**src/rtl/phase_tag_averager.sv**
```systemverilog
// Phase-tag window averager: forms the signed fine delay per tag, sums 2**LOG2_N tags,
// and presents sum / floor mean / first start_cnt on a valid-ready result port.
module phase_tag_averager #(
  parameter int PHASE_COUNT_SIZE = 6,
  parameter int CLK_0_COUNT_SIZE = 6,
  parameter int LOG2_N           = 2
) (
  input  logic                                           clk_0,
  input  logic                                           rst,
  input  logic                                           en,
  input  logic                                           clear,
  input  logic [PHASE_COUNT_SIZE+CLK_0_COUNT_SIZE+3:0]   tag_in,
  input  logic                                           tag_valid,
  output logic                                           out_valid,
  input  logic                                           out_ready,
  output logic [PHASE_COUNT_SIZE+3+LOG2_N-1:0]           sum_out,
  output logic [PHASE_COUNT_SIZE+2:0]                    avg_out,
  output logic [CLK_0_COUNT_SIZE-1:0]                    first_start,
  output logic [LOG2_N-1:0]                              fill_count,
  output logic                                           overrun
);
  localparam int P  = PHASE_COUNT_SIZE;
  localparam int C  = CLK_0_COUNT_SIZE;
  localparam int D  = P + 3;
  localparam int SW = D + LOG2_N;

  typedef enum logic {IDLE, ACCUM} state_t;

  // Asserts immediately, releases two edges after rst drops.
  logic [1:0] rst_sync_q;
  logic       arst;
  always_ff @(posedge clk_0 or posedge rst)
    if (rst) rst_sync_q <= 2'b11;
    else     rst_sync_q <= {rst_sync_q[0], 1'b0};
  assign arst = rst_sync_q[1];

  logic [C-1:0] tag_start;
  logic [P-1:0] tag_phase;
  logic [1:0]   tag_sph, tag_tph;
  assign {tag_start, tag_phase, tag_sph, tag_tph} = tag_in;

  state_t               state_q, state_d;
  logic signed [D-1:0]  diff_q, diff_d;
  logic                 diff_valid_q, diff_valid_d;
  logic [C-1:0]         start_s1_q;
  logic signed [SW-1:0] acc_q, acc_d, sum_q, sum_d, sum_in;
  logic [LOG2_N-1:0]    fill_q, fill_d;
  logic [C-1:0]         first_q, first_d, first_out_q, first_out_d;
  logic                 out_valid_q, out_valid_d, ovr_q, ovr_d;
  logic                 flush, load;

  assign diff_d = $signed({1'b0, tag_phase, 2'b00})
                + $signed({{(D-2){1'b0}}, tag_tph})
                - $signed({{(D-2){1'b0}}, tag_sph});
  assign diff_valid_d = tag_valid & en & ~clear;

  // Any cycle with en low (or clear) abandons the window and any diff in flight.
  always_comb begin
    state_d = state_q;
    flush   = 1'b0;
    case (state_q)
      IDLE:  begin
        flush = 1'b1;
        if (en) state_d = ACCUM;
      end
      ACCUM: if (!en) begin
        state_d = IDLE;
        flush   = 1'b1;
      end
      default: state_d = IDLE;
    endcase
    if (clear) flush = 1'b1;
  end

  assign sum_in = (fill_q == '0 ? '0 : acc_q) + {{LOG2_N{diff_q[D-1]}}, diff_q};

  always_comb begin
    acc_d       = acc_q;
    fill_d      = fill_q;
    first_d     = first_q;
    load        = 1'b0;
    sum_d       = sum_q;
    first_out_d = first_out_q;
    out_valid_d = out_valid_q;
    ovr_d       = ovr_q;
    if (flush) begin
      acc_d  = '0;
      fill_d = '0;
    end else if (diff_valid_q) begin
      acc_d  = sum_in;
      fill_d = fill_q + LOG2_N'(1);
      if (fill_q == '0) first_d = start_s1_q;
      if (&fill_q)      load    = 1'b1;
    end
    if (out_valid_q && out_ready) out_valid_d = 1'b0;
    if (load) begin
      if (!out_valid_q || out_ready) begin
        out_valid_d = 1'b1;
        sum_d       = sum_in;
        first_out_d = first_q;
      end else begin
        ovr_d = 1'b1;
      end
    end
    if (clear) begin
      out_valid_d = 1'b0;
      ovr_d       = 1'b0;
    end
  end

  always_ff @(posedge clk_0 or posedge arst)
    if (arst) begin
      state_q      <= IDLE;
      diff_q       <= '0;
      diff_valid_q <= 1'b0;
      start_s1_q   <= '0;
      acc_q        <= '0;
      fill_q       <= '0;
      first_q      <= '0;
      sum_q        <= '0;
      first_out_q  <= '0;
      out_valid_q  <= 1'b0;
      ovr_q        <= 1'b0;
    end else begin
      state_q      <= state_d;
      diff_valid_q <= diff_valid_d;
      if (tag_valid) begin
        diff_q     <= diff_d;
        start_s1_q <= tag_start;
      end
      acc_q        <= acc_d;
      fill_q       <= fill_d;
      first_q      <= first_d;
      sum_q        <= sum_d;
      first_out_q  <= first_out_d;
      out_valid_q  <= out_valid_d;
      ovr_q        <= ovr_d;
    end

  assign out_valid   = out_valid_q;
  assign sum_out     = sum_q;
  assign avg_out     = sum_q[SW-1:LOG2_N];
  assign first_start = first_out_q;
  assign fill_count  = fill_q;
  assign overrun     = ovr_q;
endmodule

```
**config.mk**
```make
export PLATFORM = sky130hd
export DESIGN_NAME = phase_tag_averager
export DESIGN_NICKNAME = d
export VERILOG_FILES = /design/src/rtl/phase_tag_averager.sv
export SDC_FILE = /design/constraint.sdc
export NUM_CORES = 1
export LEC_CHECK = 0
export ABC_AREA = 1
export CORE_ASPECT_RATIO = 0.5
export CORE_MARGIN = 2
export CORE_UTILIZATION = 37
export CTS_BUF_LIST = sky130_fd_sc_hd__clkbuf_4 sky130_fd_sc_hd__clkbuf_8
export CTS_CLUSTER_SIZE = 14
export DETAILED_ROUTE_END_ITERATION = 16
export GPL_TIMING_DRIVEN = 0
export PLACE_DENSITY = 0.68
export SYNTH_ARGS = -nofsm -noshare
export SYNTH_HDL_FRONTEND = slang
export SYNTH_SLANG_ARGS = --single-unit
```
**constraint.sdc**
```tcl
create_clock -name clk_0 -period 2.4 [get_ports clk_0]
set_clock_uncertainty 0.2 [all_clocks]
set_input_delay 0.36 -clock clk_0 [delete_from_list [all_inputs] [get_ports clk_0]]
set_output_delay 0.36 -clock clk_0 [all_outputs]
set_load 0.05 [all_outputs]
```
### After elaboration in Yosys (flattened, before gate mapping)

Index checks and enable logic that the tools add are counted.

* register bits after elaboration: 57
* memories: 0
* memory bits (read-only): 0
* latch bits: 0
* output and inout bits: 30
* bits in writable memories: 0

* shift operators: 0
* mux-type cells: 19
* reductions and logical operators: 10
* bitwise logic cells: 5
* magnitude comparators: 0
* $mul: 0
* div/mod/pow operators: 0
* equality and inequality tests: 1
* $add $sub $neg: 4

Operator list (number)
* two-way mux 11 bit: 3
* two-way mux 1 bit: 13
* adder 11 bit: 1
* adder 8 x 2 -> 9 bit: 1
* subtractor 9 x 3 -> 9 bit: 1
* AND reduction 2 bit: 3
* two-way mux 2 bit: 2
* nonzero test 2 bit: 2
* inverter 1 bit: 3
* AND reduction 3 bit: 1
* adder 2 x 1 -> 2 bit (second input constant): 1
* AND 1 bit: 2
* logical NOT 2 bit: 1
* inequality test 2 bit (second input constant): 1
* case mux 1 bit (2 select lines): 1
* logical AND 1 bit: 1
* logical NOT 1 bit: 1
* logical OR 1 bit: 1

### Longest topological paths before layout

* depth after elaboration: 6
* depth in mapped cells: 15
* gate-level depth less buffers: 14

### Worst setup path before layout

OpenSTA, ideal clock, no wires.

* kind: flip-flop to flip-flop
* start point: reg fill_q[0] (netlist: fill_count[0])
* end point: reg sum_q[6] (netlist: sum_out[6])
* clock period less this slack: 2.722 ns
* setup time: 0.118 ns
* setup slack: -0.322 ns
* stages on the path, launching flop included: 16
* arrival: 2.404 ns
* data required time: 2.082 ns
* cells stage by stage: dfrtp_1 inv_1 ha_1 clkbuf_1 nor2_1 ha_1 inv_1 fa_1 nor2_1 nor2_1 inv_2 nand2_1 nand2_1 nand2_1 nand3_1 nand2_1

* word-level cells in the longest chain between the ends: 5

Ends and longest elaborated chain
* from (decl): RTL line 47 `logic [LOG2_N-1:0] fill_q, fill_d;`
* from (signal assigned): RTL line 132 `fill_q <= fill_d;`
* branches (longest 5 deep; another with adder 11 bit)
* to (signal assigned): RTL line 134 `sum_q <= sum_d;`
* to (decl): RTL line 46 `logic signed [SW-1:0] acc_q, acc_d, sum_q, sum_d, sum_in;`

Parallel ways; which one is timed is not known.
A chain may end at the register's enable or synchronous reset.

### Worst setup path in the final report

* start point: reg fill_q[1] (netlist: fill_count[1])
* end point: reg sum_q[10] (netlist: sum_out[10])

The elaborated chain is that of the path after synthesis.

==> metrics.txt <==
CP Class=reg -> reg; Net Sw Frac=0.2453; synth top area cells=dfrtp_1 45%, nand2_1 14%, inv_1 6.0%; Worst Path Arrival=2.29 ns; vias in the first global route=2473; synthesis-stage register bit count=57; final net count=482; CP startpoint=fill_count[1]; Via-to-Cell Ratio=4.513; CORE AREA=0.008000 sq mm; first-pass GRT wire length=11.07 mm; total power draw=2.200 mW; setup ws final=0.1425 ns; Clk pin slew, worst setup/hold paths=0.07 ns; most common cell after layout, fill and taps aside=nand2_1; Crit Path Max Fanout=12; initial DRC count=102; gpl congestion=0.8536; Clk Latency, worst-skew pair=0.34 ns; cell row count=23; Hold Slack=0.07337 ns; width of the die=132.2 um; Cells after Synth=377; DR WL/cell=11.55 um; Pwr Density=551.2 mW/mm^2; total CTS buffers=9; sum of negative setup slack=0 ns; CTS root buf=clkbuf_8; antenna diode count=0; Tcrit/Tclk final=0.9406; # DRC=0; leading area contributor after synthesis=dfrtp_1; final hold violations=0; worst-margin pin slew=0.5138 ns; Setup violations, final=0; total global-route track usage=0.1593; HP Class=reg -> async; hold_buf cts=0; fmax=443.0 MHz; r2r startpoint=fill_count[1]; Mean Syn Cell Area=8.065 sq um; status=finished clean; Final HPWL DP=4.887 mm; placed cell areas=0.003741 sq mm; worst vdd ir=217.2 uV; unrepaired setup endpoints after global routing=false; leading cell types in the layout, fill and taps excluded=115 x nand2_1, 53 x dfrtp_1, 51 x clkdlybuf4s50_1; fin area=0.003991 sq mm; P_leak=1.964 nW; Flop pwr share=0.471; post-synthesis sequential area ratio=0.4700; largest net degree at the start of global routing=35; Slew Viols, Final=0; Initial Utilization=0.3800; P&R area growth vs syn=31.28%; vias=2532; WP data required=2.43 ns; final WL=6.480 mm; CP endpoint kind=flop; Clk pwr share=0.433; H-tree Lvls=3; Logic pwr share=0.095; CTS Sinks=57; syn_nets=415; Die Area=0.009002 sq mm; post-route ant nets=0; clock tree buffer depth=2; dpl ws=0.01088 ns; cell area after synthesis=0.003040 sq mm; IO Count=52; Period minus WS final=2.257 ns; Int Power=1.660 mW; synth warn=0; Max-cap violations=0; TritonCTS clock tree=done; drt pass-1 iters=4; Slew HR=0.6575; Psw=0.5396 mW; Overflow after GRT=0; top-area cell type share of the netlist area=0.4527; buffers added on ports=51; Vert. Die Dim=68.10 um; Worst setup SP type=flop; Yosys cell types=32; share of cells above drive strength 1=0.1470; initial antenna violation count=0
[cells in the mapped netlist]
library cell	n
a31oi_1	3
inv_1	49
nand2_2	2
o21ai_2	4
xnor2_1	3
o21ai_0	13
nand4_1	3
nand3_1	21
ha_1	14
o21ai_1	10
buf_6	3
inv_2	5
dfstp_2	2
nor2_1	32
nor3_1	1
buf_2	1
conb_1	1
nor2_2	1
xor2_1	2
clkbuf_1	3
nand3_4	1
clkinv_1	1
or3_1	1
a21oi_1	7
nor2_4	2
nand2_1	115
or2_2	1
o22ai_1	5
fa_1	2
dfrtp_1	55
nand3b_1	4
buf_4	10
[logic make-up (layout without fill, tap and decap cells)]
group,Yosys count,count (layout),synth area share
and+or+nand+nor,184,184,0.2572
buffers and inverters,72,144,0.1091
AOI/OAI and AO/OA,42,42,0.07736
adders and majority gates,16,16,0.07078
DFF,57,57,0.4700
other,1,1,0.001233
xor gates and xnor gates,5,5,0.01441
[worst max-delay path, cell delays in order, from the launching register on]
cell,delay (ns)
dfrtp_2,0.37
inv_2,0.05
ha_4,0.21
nor2_2,0.12
ha_2,0.18
inv_1,0.05
fa_2,0.39
buf_4,0.15
inv_1,0.04
nand3_1,0.09
nand3_1,0.08
nand2_1,0.07
nand3_1,0.09
nand2_1,0.05
[sequential cells by signal (all words and copies together) (netlist names)]
| name | count |
|---|---|
| acc_q | 11 |
| diff_q | 9 |
| diff_valid_q | 1 |
| fill_count | 2 |
| first_q | 6 |
| first_start | 6 |
| out_valid | 1 |
| overrun | 1 |
| rst_sync_q | 2 |
| start_s1_q | 6 |
| state_q | 1 |
| sum_out | 11 |
[worst paths after layout]
kind | cells past startpoint | to | slack (ns)
hold / removal | 1 | first_start[0] | 0.07
setup reg to reg | 13 | sum_out[10] | 0.14
setup / recovery | 13 | sum_out[10] | 0.14
hold reg to reg | 1 | first_start[0] | 0.07
max in group asynchronous | 2 | acc_q[0] | 1.38
min in group clk_0 | 0 | rst_sync_q[1] | 0.16
[metrics by stage]
step / std cells / util
floorplan: 377 / -
global placement: 540 / 0.4651
detailed placement: 541 / 0.4676
CTS: 559 / 0.4964
global route: 561 / 0.4989
finish: 561 / 0.4989
[layer usage]
metal | vias up | wire, um | track usage
met5 | - | 0 | 0
met4 | 0 | 102 | 0.06183
met3 | 9 | 271 | 0.04370
met2 | 50 | 2963 | 0.2799
met1 | 1169 | 3143 | 0.1924
li1 | 1304 | - | -
[area by class of cell]
class                      count  area [sq um]
multi-input combinational    248          1309
timing repair buffer          57         568.0
buffer                        16         121.4
clock inverter                 4         50.05
fill                         800          4009
inverter                      55         206.4
sequential                    57          1431
tap                          112         140.1
clock buffer                  12         165.2
[power groups by stage]
stage / Clock [mW] / Sequential [mW] / Combinational, mW
after CTS: 0.975 / 1.04 / 0.213
after floorplan: 0 / 1.05 / 0.133
after global routing: 1.02 / 1.04 / 0.244
after global placement: 0 / 1.05 / 0.203
final: 0.953 / 1.04 / 0.210
after detailed placement: 0 / 1.05 / 0.211
[timing repair]
item / 4_1_cts / 5_1_grt
pin swaps: 0 / 4
setup endpoints to repair: 4 / 8
cloned: 0 / 0
buffers inserted: 2 / 3
gates resized for setup: 0 / 4
Note: power is estimated with default switching activity, not from simulation.
